--- src/rtl/prog_divider_n_pkg.sv ---
// Shared definitions for the programmable divide-by-N event counter:
// FSM state encoding and the run-mode constants.
package prog_divider_n_pkg;

    // Controller phases. The value 3 is never reached; the FSM recovers to IDLE if it is.
    typedef enum logic [1:0] {
        ST_IDLE = 2'd0,
        ST_RUN  = 2'd1,
        ST_DONE = 2'd2
    } state_e;

    // MODE input / stored mode_q meaning
    localparam logic MODE_PERIODIC = 1'b0;
    localparam logic MODE_ONESHOT  = 1'b1;

    // Smallest divisor the counter can hold. Smaller requests are raised to this value.
    localparam int MIN_DIV = 2;

endpackage

--- src/rtl/prog_divider_n.sv ---
// Programmable divide-by-N event counter. It counts falling edges of CLK from 0 to N-1.
// It emits a one-cycle terminal pulse (OUT) at N-1 and a roughly 50% square wave (SQ).
// It supports periodic and one-shot operation, and reports status through BUSY and DONE.
// All state changes on the falling edge of CLK. CLEAR is an asynchronous, active-low reset.
module prog_divider_n
    import prog_divider_n_pkg::*;
#(
    parameter int WIDTH     = 5,
    parameter int DEFAULT_N = 16
) (
    input  logic             CLK,
    input  logic             CLEAR,
    input  logic             EN,
    input  logic             LOAD,
    input  logic [WIDTH-1:0] DIV,
    input  logic             MODE,
    input  logic             START,
    output logic [WIDTH-1:0] Count,
    output logic             OUT,
    output logic             SQ,
    output logic             BUSY,
    output logic             DONE
);

    localparam logic [WIDTH-1:0] RST_DIV = WIDTH'(DEFAULT_N);
    localparam logic [WIDTH-1:0] MIN_DIV_W = WIDTH'(MIN_DIV);

    state_e           state_q, state_d;
    logic [WIDTH-1:0] count_q, count_d;
    logic [WIDTH-1:0] div_q,   div_d;
    logic             mode_q,  mode_d;
    logic             out_q,   out_d;
    logic             sq_q,    sq_d;
    logic             done_q,  done_d;

    // Terminal values are derived from the stored divisor in WIDTH bits.
    // div_q is always >= 2, so none of these values can underflow.
    logic [WIDTH-1:0] n_m1;        // N-1: last count value
    logic [WIDTH-1:0] n_m2;        // N-2: the edge that raises OUT
    logic [WIDTH-1:0] sq_thr;      // SQ is high on counts >= N - (N>>1)
    logic [WIDTH-1:0] div_clamped; // DIV with 0/1 raised to the minimum divisor
    logic             at_last;
    logic             at_pen;

    // Terminal-compare and divisor-clamp helpers
    always_comb begin
        n_m1        = div_q - WIDTH'(1);
        n_m2        = div_q - WIDTH'(2);
        sq_thr      = div_q - (div_q >> 1);
        at_last     = (count_q == n_m1);
        at_pen      = (count_q == n_m2);
        div_clamped = (DIV < MIN_DIV_W) ? MIN_DIV_W : DIV;
    end

    // Next-state logic. LOAD takes priority over EN and START in every state.
    always_comb begin
        state_d = state_q;
        count_d = count_q;
        div_d   = div_q;
        mode_d  = mode_q;
        done_d  = done_q;
        out_d   = 1'b0;

        if (LOAD) begin
            div_d   = div_clamped;
            mode_d  = MODE;
            count_d = '0;
            done_d  = 1'b0;
            state_d = ST_IDLE;
        end else begin
            case (state_q)
                ST_IDLE: begin
                    count_d = '0;
                    if (EN && (mode_q == MODE_PERIODIC || START)) begin
                        state_d = ST_RUN;
                    end
                end
                ST_RUN: begin
                    // When EN is low, the count and the state hold and OUT drops.
                    // If EN returns while the count sits at N-1, the count wraps
                    // without a pulse, so that event is lost.
                    if (EN) begin
                        if (at_last) begin
                            count_d = '0;
                            if (mode_q == MODE_ONESHOT) begin
                                state_d = ST_DONE;
                                done_d  = 1'b1;
                            end
                        end else if (at_pen) begin
                            count_d = n_m1;
                            out_d   = 1'b1;
                        end else begin
                            count_d = count_q + WIDTH'(1);
                        end
                    end
                end
                ST_DONE: begin
                    count_d = '0;
                    done_d  = 1'b1;
                    if (START && EN) begin
                        state_d = ST_RUN;
                        done_d  = 1'b0;
                    end
                end
                default: begin
                    count_d = '0;
                    state_d = ST_IDLE;
                end
            endcase
        end

        // SQ follows the next count, so it stays aligned with Count after the edge.
        // Under LOAD the next count is 0, which would also give 0. The explicit
        // override makes that intent clear.
        sq_d = LOAD ? 1'b0 : (count_d >= sq_thr);
    end

    // State register. It updates on the falling edge of CLK and clears asynchronously on CLEAR.
    always_ff @(negedge CLK or negedge CLEAR) begin
        if (!CLEAR) begin
            state_q <= ST_IDLE;
            count_q <= '0;
            div_q   <= RST_DIV;
            mode_q  <= MODE_PERIODIC;
            out_q   <= 1'b0;
            sq_q    <= 1'b0;
            done_q  <= 1'b0;
        end else begin
            state_q <= state_d;
            count_q <= count_d;
            div_q   <= div_d;
            mode_q  <= mode_d;
            out_q   <= out_d;
            sq_q    <= sq_d;
            done_q  <= done_d;
        end
    end

    assign Count = count_q;
    assign OUT   = out_q;
    assign SQ    = sq_q;
    assign DONE  = done_q;
    assign BUSY  = (state_q == ST_RUN);

endmodule

--- config.mk ---
export PLATFORM = sky130hd
export DESIGN_NAME = prog_divider_n
export DESIGN_NICKNAME = d
export VERILOG_FILES = /design/src/rtl/prog_divider_n_pkg.sv /design/src/rtl/prog_divider_n.sv
export SDC_FILE = /design/constraint.sdc
export NUM_CORES = 1
export LEC_CHECK = 0
export CAP_MARGIN = 25
export CORE_MARGIN = 4
export CORE_UTILIZATION = 53
export DETAILED_ROUTE_END_ITERATION = 12
export HOLD_SLACK_MARGIN = 0.15
export PLACE_DENSITY_LB_ADDON = 0.2
export SLEW_MARGIN = 20
export SYNTH_ARGS = -nofsm -noshare
export SYNTH_HDL_FRONTEND = slang
export SYNTH_SLANG_ARGS = --single-unit
--- constraint.sdc ---
create_clock -name CLK -period 3 [get_ports CLK]
set_input_delay 0.6 -clock CLK [delete_from_list [all_inputs] [get_ports CLK]]
set_output_delay 0.6 -clock CLK [all_outputs]
set_load 0.005 [all_outputs]
== After elaboration in Yosys (flattened, before gate mapping) ==
Cells that the tools add are included.

* Flip-flop bits (word level): 16
* Input port bits: 11
* Output and inout port bits: 9
* Logic and storage cells: 55

* Add/subtract/negate cells: 4
* Order comparisons: 2
* Equality and inequality tests: 9
* Mux-type cells: 25
* Bitwise logic cells: 1
* Reduce and logical (&&, ||, !) cells: 7

{| class="wikitable"
|+ Operators with widths
! cell !! number
|-
| 5-bit 2-to-1 mux || 6
|-
| 2-bit 2-to-1 mux || 6
|-
| 1-bit 2-to-1 mux || 11
|-
| 5-bit equality test || 2
|-
| 3-bit inequality test, second input constant || 3
|-
| 3-bit by 2-bit inequality test with 1-bit output, second input constant || 2
|-
| 2-bit case mux with 3 select lines || 1
|-
| 5-bit by 1-bit adder with 5-bit output, second input constant || 1
|-
| 5-bit greater-or-equal comparator || 1
|-
| 5-bit by 2-bit less-than comparator with 1-bit output, second input constant || 1
|-
| 5-bit AND reduction || 1
|-
| 5-bit by 1-bit subtractor with 5-bit output, second input constant || 1
|-
| 5-bit by 2-bit subtractor with 5-bit output, second input constant || 1
|-
| 5-bit by 4-bit subtractor with 5-bit output || 1
|-
| 4-bit AND reduction || 1
|-
| 3-bit nonzero test || 1
|-
| 2-bit by 1-bit equality test with 1-bit output, second input constant || 1
|-
| 2-bit equality test, second input constant || 1
|-
| 1-bit logical AND || 2
|-
| 2-bit zero test || 1
|-
| 1-bit case mux with 2 select lines || 1
|-
| 1-bit logical OR || 1
|-
| 1-bit NOT || 1
|}

== Longest topological paths before layout ==
Gate-level depths: netlist of run 1.

* Depth in word-level cells: 9
* Mapped depth: 15
* Gate-level depth less buffers: 15

==> impl_metrics.tcl, run 1 <==
set metrics [dict create \
    antenna_found_initial 0 \
    maxCapViolations 0 \
    fin_ws_ns -0.410 \
    num_rows 17 \
    ant_nets 0 \
    layout_commonest_cell "buf_4" \
    die_y_um 57.3 \
    hold_buffers 0 \
    synth_seq_area_share_pct 31.2 \
    tightest_slew_ns 0.309 \
    synthToLayoutAreaGrowth_pct 33.2 \
    slew-limit-headroom_pct 79.3 \
    final_cells 215 \
    cp-start-kind "input port" \
    synth_warnings 0 \
    whs_ns 0.536 \
    crit_path_max_fanout 3 \
    grt_pass1_vias 1155 \
    die_x_um 57.3 \
    hold_viol_final 0 \
    worstPathRequired_ns 1.64 \
    final_max_slew_viol_count 0 \
    diodes 0 \
    multiInputGateArea_um2 868 \
    r2r_cells 14 \
    clock_sinks 16 \
    final_cell_mix "buf_4, dfrtn_1, ha_1, nand2_1, inv_1" \
    syn_inst 141 \
    cts_tree "built" \
    clk_pin_slew_worst_paths_ns 0.07 \
    crit_arrival_ns 2.05 \
    cts_root_buf "clkbuf_4" \
    crit_path_end_kind "flop" \
    synthArstFlopShare_pct 100 \
    skew_ns 0.0519 \
    grt_max_degree 16 \
    ioPinCount 20 \
    firstDrtPassIters 4 \
    fin_util_pct 76.1 \
    clock_latency_ns 0.34 \
    h-tree-depth 1 \
    drive_gt1_share_pct 30.5 \
    io_buffer_count 19 \
    dp.cells 208 \
    synth_cell_type_count 38 \
    holdCritPathClass "reg2reg" \
    p_leak_nw 0.883 \
    power.density_mw_per_mm2 351 \
    wl_per_cell_um 13.6 \
    dpl.hpwl_mm 2.42 \
    grt_pass1_wl_mm 5.08 \
    cts.path.max_buffers 2 \
    vdd_drop_max_mv 0.346 \
    grtUsageTotal_pct 19.6 \
    worstSetupPathType "in2reg" \
    regArea_um2 402 \
    r2r-start "div_q[2]" \
    post_dp_cell_area_mm2 0.00168 \
    violations "negative setup slack" \
    drt-initial-drc-count 16 \
    worstHoldStart "mode_q" \
    ys_seq_elements 16 \
    critPathLaunch "LOAD" \
    drt-total-wl_mm 2.92 \
    ys.flop_type "dfrtn_1" \
    syn_area_per_cell_um2 9.13 \
    grt_overflow 0 \
    setup_viol 2 \
    rr_endpoint "SQ" \
    syn_area_mm2 0.00129 \
    hold-path-endpoint "state_q[0]" \
    fin_area_mm2 0.00172 \
    holdPathStages 2 \
    rsz0062_at_grt "true" \
    post-place-ws_ns -1.12 \
    r2r_setup_slack_ns 0.13 \
    drc 0 \
    synth_edf_count 0 \
    core_area_mm2 0.00225 \
    start_util_pct 57.1 \
    power_uw 603 \
    dieArea_mm2 0.00328 \
    fill_cells 170 \
    status "finished with violations" \
    synth_fp_nets 167 \
    final.setup.tns_ns -0.465 \
    via_count 1144 \
    cts_buffers 3 \
    viasPerCell 5.32 \
    gp_congestion 0.905 \
    num-nets-final 214 \
]
[worst max path at each step]
stage / to / slack [ns]
floorplan: SQ / -0.60
CTS: SQ / -0.42
global placement: SQ / -1.07
global route: SQ / -0.49
finish: SQ / -0.41
detailed placement: SQ / -1.12
[worst max-delay path, stage by stage]
cell and delay, ns:
buf_6 0.10, nor2b_4 0.12, o211a_1 0.19, inv_2 0.05
o21ai_2 0.14, ha_1 0.24, a21o_1 0.15, a21o_1 0.14
a21o_1 0.14, a21oi_1 0.11, nor2_1 0.06
[per-layer routing]
| metal | vias up | routed length (µm) | global-route usage, % |
|---|---|---|---|
| met2 | 21 | 1500 | 34.9 |
| met1 | 544 | 1290 | 24.5 |
| met5 | - | 0 | 0 |
| met3 | 2 | 119 | 3.17 |
| li1 | 577 | - | - |
| met4 | 0 | 10 | 4.97 |
[where the power goes]
part           switching, mW  leakage (nW)  internal [mW]  total [mW]
combinational          0.116         0.654          0.120       0.236
clock                 0.0730        0.0203         0.0534       0.126
sequential           0.00971         0.209          0.231       0.240
total                  0.198         0.883          0.404       0.603
[sequential cells by signal, summed over array words and instances, names as in the netlist]
name	cells
state_q	2
Count	5
div_q	5
mode_q	1
DONE	1
SQ	1
OUT	1
[area by class of cell]
cell class              count  share of cell area [%]
clock inverters             1                   0.219
inverters                  10                    2.19
well taps                  28                    2.04
multi-input cells         111                    50.6
repair buffers             45                    20.0
clock buffers               4                    1.53
flip-flops and latches     16                    23.4
[synth_stat cells, types with 2 or more instances]
cell / n / area share (%)
nand3_1: 5 / 1.9
ha_1: 14 / 14
mux2i_1: 3 / 2.3
xnor2_1: 8 / 5.4
a21o_1: 4 / 2.3
xor2_1: 7 / 4.8
o21bai_1: 2 / 1.2
inv_1: 11 / 3.2
nor2b_1: 3 / 1.5
clkbuf_1: 2 / 0.58
dfrtn_1: 15 / 29
o21ai_1: 4 / 1.6
a21oi_1: 7 / 2.7
nor3_1: 2 / 0.78
nand2_1: 13 / 3.8
nand2b_1: 4 / 1.9
o21ai_0: 9 / 3.5
nor2_1: 7 / 2.0
nor3b_1: 2 / 1.2
[cells by family (layout without fill, tap and decap cells)]
group / Yosys count / after routing / share of synthesized area, %
buf+inv: 14 / 60 / 4.37
flops: 16 / 16 / 31.2
compound gates: 32 / 32 / 15.4
simple gates: 43 / 43 / 18.0
xor+xnor: 17 / 17 / 12.7
fa+ha+maj: 15 / 15 / 15.2
mux: 4 / 4 / 3.21
[repair_timing]
item	4_1_cts	5_1_grt
setup endpoints to repair	16	4
buffers inserted	2	1
pin swaps	7	6
gates resized for setup	44	8
Note: power is estimated with default switching activity, not from simulation.
==> inputs of run 2 (changes only) <==
Settings changed: CAP_MARGIN 25 to 20.
==> results of run 2 <==
Final layout, timing and power as in run 1 (identical DEF).
